## config.mk

```make
export PLATFORM = sky130hd
export DESIGN_NAME = deci32_accum
export DESIGN_NICKNAME = d
export VERILOG_FILES = /design/src/rtl/deci32_accum.sv
export SDC_FILE = /design/constraint.sdc
export NUM_CORES = 2
export LEC_CHECK = 0
export BUFFER_PORTS_ARGS = -buffer_cell sky130_fd_sc_hd__buf_4
export CAP_MARGIN = 10
export CORE_MARGIN = 10
export CORE_UTILIZATION = 55
export DETAILED_ROUTE_END_ITERATION = 8
export HOLD_SLACK_MARGIN = 0.02
export PLACE_DENSITY = 0.77
export RECOVER_POWER = 100
export SYNTH_ARGS = -nofsm -noshare
export SYNTH_HDL_FRONTEND = slang
export SYNTH_SLANG_ARGS = --single-unit
```

## constraint.sdc

```tcl
create_clock -name clk -period 8 [get_ports clk]
set_input_delay 2 -clock clk [delete_from_list [all_inputs] [get_ports clk]]
set_output_delay 2 -clock clk [all_outputs]
set_load 0.01 [all_outputs]
```

## src/rtl/deci32_accum.sv

```systemverilog
// deci32_accum: captures DSD L/R histories and sequences deci32_rom through a 16-cycle
// multiply-free FIR pass per channel, producing one saturated PCM sample every DECIM bits.
module deci32_accum #(
    parameter int DECIM     = 32,
    parameter int ACC_W     = 36,
    parameter int OUT_W     = 32,
    parameter int OUT_SHIFT = 4
) (
    input  logic                    clk,
    input  logic                    rst_n,
    input  logic                    dsd_en,
    input  logic                    dsd_l,
    input  logic                    dsd_r,
    output logic [3:0]              rom_addr,
    output logic [9:0]              rom_x,
    output logic [9:0]              rom_y,
    input  logic signed [31:0]      tap_left0,
    input  logic signed [31:0]      tap_left1,
    input  logic signed [31:0]      tap_left2,
    input  logic signed [31:0]      tap_left3,
    input  logic signed [31:0]      tap_left4,
    input  logic signed [31:0]      tap_left5,
    input  logic signed [31:0]      tap_left6,
    input  logic signed [31:0]      tap_left7,
    input  logic signed [31:0]      tap_left8,
    input  logic signed [31:0]      tap_left9,
    input  logic signed [31:0]      tap_right0,
    input  logic signed [31:0]      tap_right1,
    input  logic signed [31:0]      tap_right2,
    input  logic signed [31:0]      tap_right3,
    input  logic signed [31:0]      tap_right4,
    input  logic signed [31:0]      tap_right5,
    input  logic signed [31:0]      tap_right6,
    input  logic signed [31:0]      tap_right7,
    input  logic signed [31:0]      tap_right8,
    input  logic signed [31:0]      tap_right9,
    output logic signed [OUT_W-1:0] pcm_l,
    output logic signed [OUT_W-1:0] pcm_r,
    output logic                    pcm_valid,
    output logic                    busy,
    output logic                    overrun
);
    typedef enum logic [1:0] {IDLE, RUN, FLUSH, OUT} state_t;
    localparam int CW = $clog2(DECIM);
    localparam logic signed [ACC_W-1:0] MAX_V = (ACC_W'(1) <<< (OUT_W - 1)) - ACC_W'(1);
    localparam logic signed [ACC_W-1:0] MIN_V = ~MAX_V;

    state_t                    state_q, state_d;
    logic [CW-1:0]             cnt_q, cnt_d;
    // Only 159 bits are stored: the 160th is the incoming bit, folded in at snapshot time
    logic [158:0]              hist_l_q, hist_l_d, hist_r_q, hist_r_d;
    logic [159:0]              cur_l, cur_r, snap_l_q, snap_r_q;
    logic [3:0]                idx_q, idx_d, rom_addr_q, rom_addr_d;
    logic [9:0]                rom_x_q, rom_x_d, rom_y_q, rom_y_d;
    logic [7:0]                base;
    logic                      snap_edge, start, acc_en_q, first_q, pcm_valid_q, overrun_q;
    logic signed [31:0]        tl [10];
    logic signed [31:0]        tr [10];
    logic signed [ACC_W-1:0]   part_l, part_r, acc_l_q, acc_r_q;
    logic signed [OUT_W-1:0]   pcm_l_q, pcm_r_q;

    assign tl = '{tap_left0, tap_left1, tap_left2, tap_left3, tap_left4,
                  tap_left5, tap_left6, tap_left7, tap_left8, tap_left9};
    assign tr = '{tap_right0, tap_right1, tap_right2, tap_right3, tap_right4,
                  tap_right5, tap_right6, tap_right7, tap_right8, tap_right9};

    assign cur_l     = {hist_l_q, dsd_l};
    assign cur_r     = {hist_r_q, dsd_r};
    assign snap_edge = dsd_en && (cnt_q == CW'(DECIM - 1));
    assign start     = snap_edge && (state_q == IDLE);
    assign base      = 8'(idx_q) * 8'd10;

    assign rom_addr  = rom_addr_q;
    assign rom_x     = rom_x_q;
    assign rom_y     = rom_y_q;
    assign pcm_l     = pcm_l_q;
    assign pcm_r     = pcm_r_q;
    assign pcm_valid = pcm_valid_q;
    assign busy      = (state_q != IDLE);
    assign overrun   = overrun_q;

    function automatic logic signed [OUT_W-1:0] sat(input logic signed [ACC_W-1:0] a);
        logic signed [ACC_W-1:0] s;
        s = a >>> OUT_SHIFT;
        return (s > MAX_V) ? MAX_V[OUT_W-1:0] : (s < MIN_V) ? MIN_V[OUT_W-1:0] : s[OUT_W-1:0];
    endfunction

    always_comb begin
        part_l = '0;
        part_r = '0;
        for (int k = 0; k < 10; k++) begin
            part_l = part_l + ACC_W'(tl[k]);
            part_r = part_r + ACC_W'(tr[k]);
        end
    end

    always_comb begin
        cnt_d      = !dsd_en ? cnt_q : (cnt_q == CW'(DECIM - 1)) ? '0 : cnt_q + CW'(1);
        hist_l_d   = dsd_en ? cur_l[158:0] : hist_l_q;
        hist_r_d   = dsd_en ? cur_r[158:0] : hist_r_q;
        state_d    = state_q;
        idx_d      = idx_q;
        rom_addr_d = rom_addr_q;
        rom_x_d    = rom_x_q;
        rom_y_d    = rom_y_q;
        case (state_q)
            IDLE: begin
                state_d = start ? RUN : IDLE;
                idx_d   = '0;
            end
            RUN: begin
                rom_addr_d = idx_q;
                rom_x_d    = snap_l_q[base +: 10];
                rom_y_d    = snap_r_q[base +: 10];
                idx_d      = idx_q + 4'd1;
                state_d    = (idx_q == 4'd15) ? FLUSH : RUN;
            end
            FLUSH:   state_d = OUT;
            default: state_d = IDLE;
        endcase
    end

    always_ff @(posedge clk or negedge rst_n) begin
        if (!rst_n) begin
            state_q     <= IDLE;
            cnt_q       <= '0;
            hist_l_q    <= '0;
            hist_r_q    <= '0;
            snap_l_q    <= '0;
            snap_r_q    <= '0;
            idx_q       <= '0;
            rom_addr_q  <= '0;
            rom_x_q     <= '0;
            rom_y_q     <= '0;
            acc_en_q    <= 1'b0;
            first_q     <= 1'b0;
            acc_l_q     <= '0;
            acc_r_q     <= '0;
            pcm_l_q     <= '0;
            pcm_r_q     <= '0;
            pcm_valid_q <= 1'b0;
            overrun_q   <= 1'b0;
        end else begin
            state_q     <= state_d;
            cnt_q       <= cnt_d;
            hist_l_q    <= hist_l_d;
            hist_r_q    <= hist_r_d;
            if (start) begin
                snap_l_q <= cur_l;
                snap_r_q <= cur_r;
            end
            idx_q       <= idx_d;
            rom_addr_q  <= rom_addr_d;
            rom_x_q     <= rom_x_d;
            rom_y_q     <= rom_y_d;
            // ROM output lags the address register by one cycle, so accumulation does too
            acc_en_q    <= (state_q == RUN);
            first_q     <= (state_q == RUN) && (idx_q == 4'd0);
            if (acc_en_q) begin
                acc_l_q <= first_q ? part_l : acc_l_q + part_l;
                acc_r_q <= first_q ? part_r : acc_r_q + part_r;
            end
            if (state_q == OUT) begin
                pcm_l_q <= sat(acc_l_q);
                pcm_r_q <= sat(acc_r_q);
            end
            pcm_valid_q <= (state_q == OUT);
            if (snap_edge && state_q != IDLE) overrun_q <= 1'b1;
        end
    end
endmodule

```

==> metrics.txt <==
Post-Syn Area between 0.05 and 0.06 mm^2; Most common cell on crit path fa_1; period utilization 104%; # fillers between 6000 and 7000; initial antenna violation count 11; worst setup margin -0.314 ns; Synth Instances around 4300; Antenna Nets Post-Route 0; final wirelength between 150000 and 200000 um; core region area 0.0963 mm^2; Netlist cell types 90; vias in the first global route 39700; H-tree levels 3; CTS clk-pin slew, worst paths approximately 0.06 ns; Syn Area/Cell approximately 12 um^2; Post-synth top flop dfrtp_1; fin nets approximately 6700; root buffer cell clkbuf_16; Ports 736; Mapped Nets about 5600; Total Routing Usage GR approximately 28%; port buffer count ~740; total CTS buffers 86; status finished, violations left; Hold Crit Class reg -> reg; minimum clock period roughly 8.3 ns; clk_skew around 0.056 ns; Sink Count around 800; Yosys reg bits 813; violated checks max-capacitance violations, max-slew violations, negative setup slack; arrival time at the worst endpoint slightly below 9 ns; global-route wire length before repair 233000 um; die footprint 0.110 mm^2; fmax about 0.12 GHz; final setup violation count 13; vias ~37000; Ys Warns 0; CP Max Fanout 4; fraction of layout cells with a size suffix above 1 between 40 and 50%; number of synthesized flops with an enable pin 0; buffers and inverters on the worst path 5; Placed Area between 0.06 and 0.07 mm^2; # rows between 100 and 150; die width roughly 330 um; Crit-path slowest cell fa_1; setup_tns -2.27 ns; Crit. End Element flop; synth-to-layout area growth 25.7%; async set or reset register ratio after synthesis 100%; Placer Congestion 0.981; worst slew pin tran ~5.2 ns; largest net degree at the start of global routing about 190; CP Launch Type input pin; Post-DP HPWL roughly 120000 um; max cap viols 14; most frequent cells in the layout buf_4, dfrtp_1, mux2_2; via/cell ratio around 5.5; Bufs on Longest Clock Path 3; cts hold-fix bufs 0; Initial Util 55.2%; CTS tree yes; grt total ovfl 0; CP required between 8 and 9 ns; slowest stage delay, CP between 0.5 and 0.6 ns; DR iter-0 viols 2085; Rel. slew slack -249%; final instance area roughly 0.067 mm^2; Wirelength per Cell approximately 23 um; final design utilization a little over two thirds; Final Hold Violating Endpoints 0; Worst-Skew Late Latency 0.67 ns; kind of critical path in -> reg; RSZ-0062 raised after global routing true; DRC errors left 0; sequential share of the synthesized area 38.3%; Die Span Y about 330 um; commonest non-fill, non-tap cell in the layout buf_4; Slew Viols, Final 1326; first drt pass iteration count 6; CP top delay family adder cells
==> sequential cells by signal, indices dropped and copies added (netlist names), 2 cells and up <==
name and cells:
snap_l_q 160, snap_r_q 160, hist_l_q 159, hist_r_q 159, acc_l_q 36, acc_r_q 36, pcm_l 32, pcm_r 32
rom_x 10, rom_y 10, cnt_q 5, idx_q 4, rom_addr 4, state_q 2
==> routing by layer <==
layer  global-route usage (%)  wire, um  up-vias
met4                     9.63      6470        4
met3                     4.34      8000      243
met1                     35.9     62100    19200
met5                        0        24        -
met2                     47.2     77900      942
li1                         -         -    16600
==> stage by stage <==
| stage | cells | hold WS [ns] | worst slack [ns] |
|---|---|---|---|
| after CTS | 6696 | 0.481 | -0.339 |
| final | 6731 | 0.473 | -0.314 |
| after detailed placement | 6524 | 0.464 | -1.23 |
| after global placement | 6524 | 0.450 | -1.08 |
| after global routing | 6730 | 0.501 | -0.520 |
| after floorplan | 4301 | 0.457 | -0.342 |
==> kinds of logic after synthesis <==
logic type      Yosys count  synth area share (%)
xor+xnor                118                  1.96
simple gates            477                  4.13
compound gates          569                  6.97
fa+ha+maj               676                  23.3
flops                   813                  38.3
buf+inv                 820                  5.92
mux                     828                  19.5
==> worst paths after layout <==
| check | from | end | slack, ns | cells after the start |
|---|---|---|---|---|
| hold / removal | rom_y[4] | rom_y[4] | 0.47 | 2 |
| setup reg to reg | idx_q[1] | rom_x[1] | 2.30 | 5 |
| setup / recovery | tap_right6[2] | acc_r_q[33] | -0.31 | 28 |
| min in group asynchronous | rst_n | snap_r_q[73] | 3.46 | 1 |
| max in group asynchronous | rst_n | hist_l_q[74] | 1.00 | 2 |
| hold reg to reg | rom_y[4] | rom_y[4] | 0.47 | 2 |
==> cell type report <==
class / instances / area, um^2 / area share (%)
Tap cell: 1276 / 1600 / 2.39
Sequential cell: 813 / 20400 / 30.4
Clock inverter: 30 / 499 / 0.747
Multi-Input combinational cell: 2668 / 31000 / 46.3
Inverter: 656 / 2460 / 3.68
Timing Repair Buffer: 1156 / 8450 / 12.6
Antenna cell: 5 / 12.5 / 0.0187
Clock buffer: 127 / 2520 / 3.76
==> cells in the mapped netlist (72+ instances only) <==
cell type	instances	share of area (%)
a21oi_1	196	1.8
fa_1	522	20
nor2_1	140	0.99
xnor2_1	72	1.2
inv_1	654	4.6
mux2_2	708	15
dfrtp_1	813	38
clkbuf_1	129	0.91
nand2_1	173	1.2
o21ai_0	89	0.84
ha_1	154	3.6
mux4_2	96	4.1
==> worst register-to-register path: stages, from the launching register on <==
cell      delay, ns
dfrtp_1        1.56
clkbuf_1       2.62
mux4_2         0.62
mux4_2         0.50
nand2_1        0.18
nand2_1        0.10
==> repair_timing <==
item	CTS	global route
gates resized for setup	55	171
setup endpoints to repair	26	39
pin swaps	39	129
setup buffers	18	32
Power is not shown: default switching activity piles up to over one toggle a cycle in this logic, so the estimate is an artifact.
